==> config.mk <==
export PLATFORM = sky130hd
export DESIGN_NAME = iob_wishbone_arbiter
export DESIGN_NICKNAME = d
export VERILOG_FILES = /design/src/rtl/iob_wishbone_arbiter_pkg.sv /design/src/rtl/iob_wishbone_arbiter_rr.sv /design/src/rtl/iob_wishbone_arbiter.sv
export SDC_FILE = /design/constraint.sdc
export NUM_CORES = 1
export LEC_CHECK = 0
export BUFFER_PORTS_ARGS = -buffer_cell sky130_fd_sc_hd__buf_2
export CAP_MARGIN = 20
export CORE_AREA = 2 2 110 112
export CTS_BUF_LIST = sky130_fd_sc_hd__clkbuf_8
export DETAILED_ROUTE_END_ITERATION = 7
export DIE_AREA = 0 0 112 114
export GPL_TIMING_DRIVEN = 1
export PLACE_DENSITY = 0.83
export SLEW_MARGIN = 40
export SYNTH_ARGS = -nofsm -noshare
export SYNTH_HDL_FRONTEND = slang
export SYNTH_HIERARCHICAL = 1
export SYNTH_SLANG_ARGS = --single-unit
==> constraint.sdc <==
create_clock -name clk_i -period 3.23 [get_ports clk_i]
set_input_delay 0.646 -clock clk_i [delete_from_list [all_inputs] [get_ports clk_i]]
set_output_delay 0.646 -clock clk_i [all_outputs]
set_load 0.05 [all_outputs]
==> src/rtl/iob_wishbone_arbiter_pkg.sv <==
// iob_wishbone_arbiter_pkg: FSM encoding, default watchdog width and
// the rotate-and-priority-encode helper shared by the arbiter files.
package iob_wishbone_arbiter_pkg;

  localparam int TIMEOUT_W_DEF = 8;
  localparam int MAX_REQ       = 8;
  localparam int PICK_W        = 3;

  typedef enum logic [1:0] {
    IDLE = 2'd0,
    BUS  = 2'd1,
    RESP = 2'd2
  } state_t;

  typedef struct packed {
    logic              found;
    logic [PICK_W-1:0] idx;
  } pick_t;

  // First set bit of req at or after ptr, scanning upward mod n.
  function automatic pick_t rr_pick(
    input logic [MAX_REQ-1:0] req,
    input logic [PICK_W-1:0]  ptr,
    input int unsigned        n
  );
    pick_t       r;
    int unsigned k;
    r = '0;
    for (int unsigned i = 0; i < MAX_REQ; i++) begin
      k = (32'(ptr) + i) % n;
      if (!r.found && (i < n) && req[PICK_W'(k)]) begin
        r.found = 1'b1;
        r.idx   = PICK_W'(k);
      end
    end
    return r;
  endfunction

endpackage

==> src/rtl/iob_wishbone_arbiter_rr.sv <==
// iob_rr_arbiter: combinational round-robin pick over N_REQ requests.
// Ports: req_i, ptr_i, en_i in; one-hot grant_o, binary idx_o, any_o out.
module iob_rr_arbiter
  import iob_wishbone_arbiter_pkg::*;
#(
  parameter int N_REQ = 2,
  parameter int IDX_W = 1
) (
  input  logic [N_REQ-1:0] req_i,
  input  logic [IDX_W-1:0] ptr_i,
  input  logic             en_i,
  output logic [N_REQ-1:0] grant_o,
  output logic [IDX_W-1:0] idx_o,
  output logic             any_o
);

  logic [MAX_REQ-1:0] req_pad;
  pick_t              pick;

  always_comb begin
    req_pad            = '0;
    req_pad[N_REQ-1:0] = req_i;
    pick  = rr_pick(req_pad, PICK_W'(ptr_i), N_REQ);
    any_o = en_i && pick.found;
    idx_o = IDX_W'(pick.idx);
    grant_o = '0;
    for (int i = 0; i < N_REQ; i++) begin
      grant_o[i] = any_o && (pick.idx == PICK_W'(i));
    end
  end

endmodule

==> src/rtl/iob_wishbone_arbiter.sv <==
// iob_wishbone_arbiter: round-robin share of one Wishbone classic master
// between N_REQ IOb requesters, grant locked per transaction, watchdog.
// Ports: clk_i, rst_i (sync, high); IOb side valid_i/address_i/wdata_i/
// wstrb_i in, rdata_o/ready_o/err_o out; Wishbone wb_* master, all
// outputs registered.
module iob_wishbone_arbiter
  import iob_wishbone_arbiter_pkg::*;
#(
  parameter int N_REQ     = 2,
  parameter int ADDR_W    = 32,
  parameter int DATA_W    = 32,
  parameter int TIMEOUT_W = TIMEOUT_W_DEF
) (
  input  logic                       clk_i,
  input  logic                       rst_i,
  input  logic [N_REQ-1:0]           valid_i,
  input  logic [N_REQ*ADDR_W-1:0]    address_i,
  input  logic [N_REQ*DATA_W-1:0]    wdata_i,
  input  logic [N_REQ*DATA_W/8-1:0]  wstrb_i,
  output logic [DATA_W-1:0]          rdata_o,
  output logic [N_REQ-1:0]           ready_o,
  output logic [N_REQ-1:0]           err_o,
  output logic [ADDR_W-1:0]          wb_addr_o,
  output logic [DATA_W/8-1:0]        wb_select_o,
  output logic                       wb_we_o,
  output logic                       wb_cyc_o,
  output logic                       wb_stb_o,
  output logic [DATA_W-1:0]          wb_data_o,
  input  logic                       wb_ack_i,
  input  logic                       wb_error_i,
  input  logic [DATA_W-1:0]          wb_data_i
);

  localparam int IDX_W  = $clog2(N_REQ);
  localparam int STRB_W = DATA_W / 8;

  // Watchdog fires on the BUS cycle where the counter steps to all-ones.
  localparam logic [TIMEOUT_W-1:0] CNT_LAST =
    {{(TIMEOUT_W-1){1'b1}}, 1'b0};
  localparam logic [IDX_W-1:0] IDX_LAST = IDX_W'(N_REQ - 1);

  state_t              state_q, state_d;
  logic [IDX_W-1:0]    ptr_q, ptr_d;
  logic [IDX_W-1:0]    gidx_q, gidx_d;
  logic [TIMEOUT_W-1:0] cnt_q, cnt_d;
  logic                cyc_q, cyc_d;
  logic                we_q, we_d;
  logic [ADDR_W-1:0]   addr_q, addr_d;
  logic [STRB_W-1:0]   sel_q, sel_d;
  logic [DATA_W-1:0]   wdat_q, wdat_d;
  logic [DATA_W-1:0]   rdata_q, rdata_d;
  logic [N_REQ-1:0]    ready_q, ready_d;
  logic [N_REQ-1:0]    err_q, err_d;

  logic [N_REQ-1:0]    arb_gnt;
  logic [IDX_W-1:0]    arb_idx;
  logic                arb_any;

  logic [ADDR_W-1:0]   sel_addr;
  logic [DATA_W-1:0]   sel_wdata;
  logic [STRB_W-1:0]   sel_wstrb;
  logic                done;
  logic                fail;

  iob_rr_arbiter #(
    .N_REQ (N_REQ),
    .IDX_W (IDX_W)
  ) u_rr (
    .req_i   (valid_i),
    .ptr_i   (ptr_q),
    .en_i    (state_q == IDLE),
    .grant_o (arb_gnt),
    .idx_o   (arb_idx),
    .any_o   (arb_any)
  );

  always_comb begin
    sel_addr  = '0;
    sel_wdata = '0;
    sel_wstrb = '0;
    for (int i = 0; i < N_REQ; i++) begin
      if (arb_gnt[i]) begin
        sel_addr  = address_i[i*ADDR_W +: ADDR_W];
        sel_wdata = wdata_i[i*DATA_W +: DATA_W];
        sel_wstrb = wstrb_i[i*STRB_W +: STRB_W];
      end
    end
  end

  always_comb begin
    state_d = state_q;
    ptr_d   = ptr_q;
    gidx_d  = gidx_q;
    cnt_d   = cnt_q;
    cyc_d   = cyc_q;
    we_d    = we_q;
    addr_d  = addr_q;
    sel_d   = sel_q;
    wdat_d  = wdat_q;
    rdata_d = rdata_q;
    ready_d = '0;
    err_d   = '0;
    done    = 1'b0;
    fail    = 1'b0;
    unique case (state_q)
      IDLE: begin
        if (arb_any) begin
          gidx_d  = arb_idx;
          addr_d  = sel_addr & ~ADDR_W'(3);
          we_d    = |sel_wstrb;
          sel_d   = we_d ? sel_wstrb : '1;
          wdat_d  = sel_wdata;
          cyc_d   = 1'b1;
          cnt_d   = '0;
          state_d = BUS;
        end
      end
      BUS: begin
        cnt_d = cnt_q + TIMEOUT_W'(1);
        if (wb_error_i) begin
          done = 1'b1;
          fail = 1'b1;
        end else if (wb_ack_i) begin
          done = 1'b1;
        end else if (cnt_q == CNT_LAST) begin
          done = 1'b1;
          fail = 1'b1;
        end
        if (done) begin
          cyc_d           = 1'b0;
          rdata_d         = (fail || we_q) ? '0 : wb_data_i;
          ready_d[gidx_q] = 1'b1;
          err_d[gidx_q]   = fail;
          state_d         = RESP;
        end
      end
      RESP: begin
        ptr_d   = (gidx_q == IDX_LAST) ? '0 : gidx_q + IDX_W'(1);
        cnt_d   = '0;
        state_d = IDLE;
      end
      default: state_d = IDLE;
    endcase
  end

  always_ff @(posedge clk_i) begin
    if (rst_i) begin
      state_q <= IDLE;
      ptr_q   <= '0;
      gidx_q  <= '0;
      cnt_q   <= '0;
      cyc_q   <= 1'b0;
      we_q    <= 1'b0;
      addr_q  <= '0;
      sel_q   <= '0;
      wdat_q  <= '0;
      rdata_q <= '0;
      ready_q <= '0;
      err_q   <= '0;
    end else begin
      state_q <= state_d;
      ptr_q   <= ptr_d;
      gidx_q  <= gidx_d;
      cnt_q   <= cnt_d;
      cyc_q   <= cyc_d;
      we_q    <= we_d;
      addr_q  <= addr_d;
      sel_q   <= sel_d;
      wdat_q  <= wdat_d;
      rdata_q <= rdata_d;
      ready_q <= ready_d;
      err_q   <= err_d;
    end
  end

  assign rdata_o     = rdata_q;
  assign ready_o     = ready_q;
  assign err_o       = err_q;
  assign wb_addr_o   = addr_q;
  assign wb_select_o = sel_q;
  assign wb_we_o     = we_q;
  assign wb_cyc_o    = cyc_q;
  assign wb_stb_o    = cyc_q;
  assign wb_data_o   = wdat_q;

endmodule
Yosys cells after proc, flatten, opt, wreduce, memory -nomap -nowiden
Index checks and enable logic that the tools add are counted.

operators by class
  add/sub/neg operators = 3
  order comparisons = 4
  equality and inequality tests = 6
  multiplexer cells = 32
  bitwise operators = 3
  reduce and logical (&&, ||, !) cells = 18

operator list
  operator                                                               number
  32-bit 2-to-1 mux                                                      5
  8-bit one-hot mux with 3 select lines                                  1
  4-bit 2-to-1 mux                                                       5
  1-bit 2-to-1 mux                                                       15
  8-bit by 1-bit adder with 8-bit output (second input constant)         1
  8-bit == test (second input constant)                                  1
  1-bit by 4-bit < comparator with 1-bit output (second input constant)  2
  8-bit 2-to-1 mux                                                       1
  2-bit AND reduction                                                    4
  1-bit logical AND                                                      5
  2-bit 2-to-1 mux                                                       2
  2-bit != test (second input constant)                                  2
  2-bit one-hot mux with 2 select lines                                  1
  4-bit OR reduction                                                     1
  3-bit by 1-bit == test with 1-bit output (second input constant)       1
  3-bit logical NOT                                                      1
  3-bit AND reduction                                                    1
  3-bit nonzero test                                                     1
  3-bit OR reduction                                                     1
  1-bit adder (second input constant)                                    2
  2-bit bitwise AND                                                      1
  2-bit by 1-bit == test with 1-bit output (second input constant)       1
  2-bit == test (second input constant)                                  1
  2-bit logical NOT                                                      1
  other kinds (8)                                                        9

word-level totals
  register bits after elaboration = 116
  input port bits = 174
  output and inout bits = 107
  logic and storage cells = 78

Longest topological paths before layout
  word-level depth = 12
  gate-level depth with buffers = 10
  gate-level depth less buffers = 6

By module
The synthesis kept the hierarchy.

modules (own cells, without submodules)
  module                times used  cells an instance  area an instance (um^2)  sequential area each (um^2)
  iob_wishbone_arbiter  1           551                5464.0                   2322.2
  iob_rr_arbiter        1           6                  35.0                     0.0

Worst setup path before layout
No wires, ideal clock.

  path kind = register to register
  start point = reg state_q[0]
  end point = reg wdat_q[14] (netlist: wb_data_o[14])
  library setup time = 80 ps
  data arrival time = 1873 ps
  data required time = 3150 ps
  path slack = 1278 ps
  stages on the path, launching flop included = 11
  buffers on the path = 5
  clock period less this slack = 1952 ps
  cells stage by stage = dfxtp_1 > buf_2 > buf_2 > nor2_1 > and3_1 > buf_2 > nor2b_1 > buf_2 > buf_2 > a22oi_1 > a211oi_2

between the ends
  elaborated cells between the ends (all ways) = 7
  classes of those cells = mux (2); reduce/logical (5)

RTL lines
  item                    line                           RTL
  start, declared         iob_wishbone_arbiter.sv:42     state_t state_q, state_d;
  start signal, assigned  iob_wishbone_arbiter.sv:161    state_q <= state_d;
  2-bit logical NOT       iob_wishbone_arbiter.sv:71     .en_i (state_q == IDLE),
  1-bit logical AND       iob_wishbone_arbiter_rr.sv:24  any_o = en_i && pick.found;
  1-bit logical AND       iob_wishbone_arbiter_rr.sv:28  grant_o[i] = any_o && (pick.idx == PICK_W'(i));
  named net arb_gnt[1]    iob_wishbone_arbiter.sv:55     logic [N_REQ-1:0] arb_gnt;
  32-bit 2-to-1 mux       iob_wishbone_arbiter.sv:82     if (arb_gnt[i]) begin
  end signal, assigned    iob_wishbone_arbiter.sv:169    wdat_q <= wdat_d;
  end, declared           iob_wishbone_arbiter.sv:50     logic [DATA_W-1:0] wdat_q, wdat_d;

The timed path passes the listed nets, and every way through them passes these cells.
A chain may end at the register's enable or synchronous reset.

Worst setup path after layout
  start point = reg state_q[1]
  end point = reg wdat_q[29] (netlist: wb_data_o[29])

between the ends
  word-level cells in the longest chain between the ends = 5
  elaborated cells between the ends (all ways) = 7
  classes of those cells = mux (2); reduce/logical (5)

RTL lines
  item                            line
  2-bit logical NOT               iob_wishbone_arbiter.sv:71
  1-bit logical AND               iob_wishbone_arbiter_rr.sv:24
  1-bit logical AND               iob_wishbone_arbiter_rr.sv:28
  named net arb_gnt[0]            iob_wishbone_arbiter.sv:55
  32-bit 2-to-1 mux (2 in a row)  iob_wishbone_arbiter.sv:82

The timed path passes the listed nets, and every way through them passes these cells.

==> run summary <==
CTS saw 116 sinks. In this run, the number of DRC markers left after iteration 0 of detailed routing was 394. The share of synthesized area in the top cell type comes to 42.2%.

In this run the worst hold path is classified as in -> reg. Most instantiated library cell after synthesis: dfxtp_1. The critical path is of the reg -> reg type.

The number of antenna violations at the first check in global routing was 0; the combined area of all synthesized cells was 0.00550 mm2. STA puts the critical path data required time at 3590 ps. The wire-length estimate of the detail-placed layout is 10800 um. The worst setup slack for register-to-register paths was 1050 ps. Summing the areas of all compound-gate instances in the mapped netlist gives 36.4% of the synthesized area. Switching power of the nets: 2.05 mW.

Headroom to the max-slew limit came out at 50.3%. For the maximum resistive drop on vdd, the log shows 0.401 mV. The die is 112 um wide. The tools report the power share of the combinational group as 38.5%.

The sequential cell area fraction in the yosys report is 42.2%, and the number of warnings issued by yosys is 6. Prior to clock tree synthesis, the placed netlist has a worst setup slack of 816 ps. Across every metal layer, demand over resource in global routing totals 22.9%. Summed over all layers, the global routing overflow is 0.

Once the clock tree was built, the resizer swapped 0 gates to a different size. Of the total power, the share spent switching nets is 41.1%. From synthesis to final layout, the design area changed by 31.9%.

The hold violation count in the final report was 0. The root buffer cell chosen for the clock tree is clkbuf_8. After detailed routing, the met2 layer carries 7390 um of wire. The end point of the critical path was wb_data_o[29]$_SDFFE_PP0P_.

The worst setup path is launched from a register. After detailed routing, the number of remaining DRC violations is 0. The worst register-to-register path begins at state_q[1]$_SDFFE_PP0P_.

For this design the ratio of total power to cell area is 685 mW/mm2. In this run, synthesis produced a sequential element count of 116. Internal power comes to 2.93 mW. Setup repair after global routing left no endpoint under its margin. The via count is 5351, and the total placed instance area is 0.00686 mm2. For the final-report max-slew violation count, the log shows 0.

The ratio of cells with drive above 1 in the final layout was 45.9%; the length of the first detailed-routing pass in iterations was 5. Pin placement for this block handled 281 I/O pins. Adding up every negative setup slack in the final design gives 0 ps.

Sorting the synthesized cells by area gives the leading types as dfxtp_1, a211oi_2, a22oi_1. Synthesis produced a netlist whose cell count is 557. In this run, placement finished with an instance count of 930. In the final routing, the length of wire on met1 measures 6030 um. After layout, the minimum clock period comes to 2180 ps. The first global-routing pass estimated 23700 um of wire. Beginning of the critical path: state_q[1]$_SDFFE_PP0P_. Averaged over all synthesized cells, the footprint is 9.87 um2. The clock passes through at most 2 buffers. Routed length per instance: 15.7 um. The highest metal layer carrying signal wires in the routed design is met4. For this run, the leading register cell type out of synthesis is dfxtp_1.

The share of the synthesized netlist area taken by xor and xnor gates is 0%. Worst-margin pin slew: 745 ps. The later pin in the worst-skew pair is clocked with a latency of 440 ps.

After Yosys synthesis, and, or, nand and nor cells account for 13.9% of the synthesized area. The sequential share of power is 34.9%, and the biggest fanout along the worst timing path is 65. The clock network power share is 26.7%, and the final cell count without fillers is 962. The count of nets left with antenna violations once routing finished came out at 0. Buffers inserted during clock tree synthesis total 17. The number of violations of the max-capacitance limit was 0.

The mux share of post-synthesis cell area is 0.364%. For this block, the routed nets add up to 15100 um of wire. Number of antenna cells inserted: 0. In this run the static leakage power is 3.51 nW.

The hold path depth is 3. Kind of capture point of the worst setup path: a register. Post-CTS timing repair inserted 0 buffers for setup. The count of flip-flops with a built-in enable after synthesis came out at 0. Once the floorplan was initialized, standard cells occupied 47.0% of the core. The run gives 4925 as the via count of the first global-routing pass.

The arrival time of data at the critical path endpoint was 2530 ps. The core region is 0.0117 mm2. The synthesized netlist devotes 0.455% of its cell area to adder and majority cells.

Buffers placed on the I/O ports in this run total 274. In the post-route analysis, the smallest setup slack over all paths is 1050 ps. The commonest cells after synthesis are dfxtp_1, nor2_1, a22oi_1. Vertical extent of the die: 114 um.

Final design area excluding fillers: 0.00726 mm2. The worst register-to-register path has a depth of 7. The H-tree was split into 4 levels. The maximum frequency from static timing analysis was 460 MHz; the number of buffers inserted for hold repair after clock tree synthesis was 0.

In the routed layout, each cell is associated on average with a via count of 5.56. After floorplanning, the core was divided into 40 placement rows. The largest family of logic cells by synthesized area is compound AO/OA/AOI/OAI gates. Cell taking the most area after synthesis: dfxtp_1. The total length of routed met3 wires was 1210 um; the total die area was 0.0128 mm2.

The share of the clock period used by the worst path after layout is 67.4%. End of the worst register-to-register path: wb_data_o[29]$_SDFFE_PP0P_. Setup violations remaining at the end of the flow were counted as 0. Entering global routing, the biggest net connects 81 pins. The routability congestion estimate came out at 0.837. After synthesis, the share of flip-flops with an asynchronous set or reset is 0%.

Counting distinct cell types in the post-synthesis netlist gives 55. After clock tree synthesis, the clock-pin slew on the worst setup and hold paths is 70 ps. TritonCTS built the clock tree.

The run finished with clean final reports. The net count of the finished layout came out at 978. The run gives 12.0 ps as the worst clock skew on the final layout.
[area by class of cell]
cell class,instances,area (um2)
inverters,4,15.0
well taps,147,184
clock inverters,11,110
fillers,1007,4460
clock buffers,21,289
multi-input cells,376,2840
repair buffers,287,1500
flip-flops and latches,116,2320
[sequential cells by signal, indices dropped and copies added (netlist names)]
| register | cells |
|---|---|
| ptr_q | 1 |
| wb_addr_o | 30 |
| ready_o | 2 |
| gidx_q | 1 |
| rdata_o | 32 |
| wb_select_o | 4 |
| err_o | 2 |
| state_q | 2 |
| wb_we_o | 1 |
| cnt_q | 8 |
| wb_data_o | 32 |
| wb_cyc_o | 1 |
[routing by layer]
metal | GRT usage [%] | vias to the layer above
li1 | - | 2604
met1 | 25.9 | 2486
met2 | 40.0 | 219
met3 | 7.12 | 42
met4 | 10.1 | 0
met5 | 0 | -
[kinds of logic after synthesis]
family / after synthesis
DFF: 116
adders and majority gates: 2
buffers and inverters: 66
muxes: 2
AOI/OAI and AO/OA: 228
other: 1
and+or+nand+nor: 142
[placed cells by master, fill, tap and decap left out, types with 7 or more instances in the layout]
cell type | synthesis | routed
a211oi_1 | 14 | 14
a211oi_2 | 47 | 47
a21o_1 | 32 | 32
a21oi_1 | 7 | 7
a22oi_1 | 66 | 66
a32o_1 | 32 | 32
and2b_1 | 9 | 9
buf_2 | 29 | 273
buf_4 | 14 | 12
clkbuf_8 | 0 | 21
dfxtp_1 | 116 | 116
nor2_1 | 68 | 68
nor2b_1 | 26 | 25
[power by group through the flow]
stage	registers, mW	clock network (mW)	logic [mW]
final	1.73	1.33	1.91
after global routing	1.76	1.43	2.03
after CTS	1.73	1.36	1.92
after detailed placement	1.76	0	1.92
after global placement	1.75	0	1.90
after floorplan	2.45	0	0.803
[worst max-delay path, stage by stage (launching register included)]
cell and delay, ps:
dfxtp_1 320, nor2_1 200, nand2_1 80, a21oi_1 240, nor2b_4 190, buf_4 500, a22oi_1 240, a211oi_2 260
[stage by stage]
| stage | util (%) | hold WS, ps | power (mW) |
|---|---|---|---|
| after global placement | 58.5 | 476 | 3.65 |
| after global routing | 62.0 | 476 | 5.22 |
| after CTS | 62.0 | 451 | 5.02 |
| after detailed placement | 58.5 | 481 | 3.69 |
| final | 62.0 | 487 | 4.97 |
| after floorplan | - | 462 | 3.25 |
[worst min path at each step]
stage                     slack (ps)                from                    endpoint
after floorplan                  460  ptr_q$_SDFFE_PP0N_          ptr_q$_SDFFE_PP0N_
after global placement           480  ptr_q$_SDFFE_PP0N_          ptr_q$_SDFFE_PP0N_
after detailed placement         480  ptr_q$_SDFFE_PP0N_          ptr_q$_SDFFE_PP0N_
after CTS                        450         wdata_i[62]  wb_data_o[30]$_SDFFE_PP0P_
after global routing             480         wdata_i[62]  wb_data_o[30]$_SDFFE_PP0P_
final                            490         wdata_i[62]  wb_data_o[30]$_SDFFE_PP0P_
(Power assumes the default switching activity.)
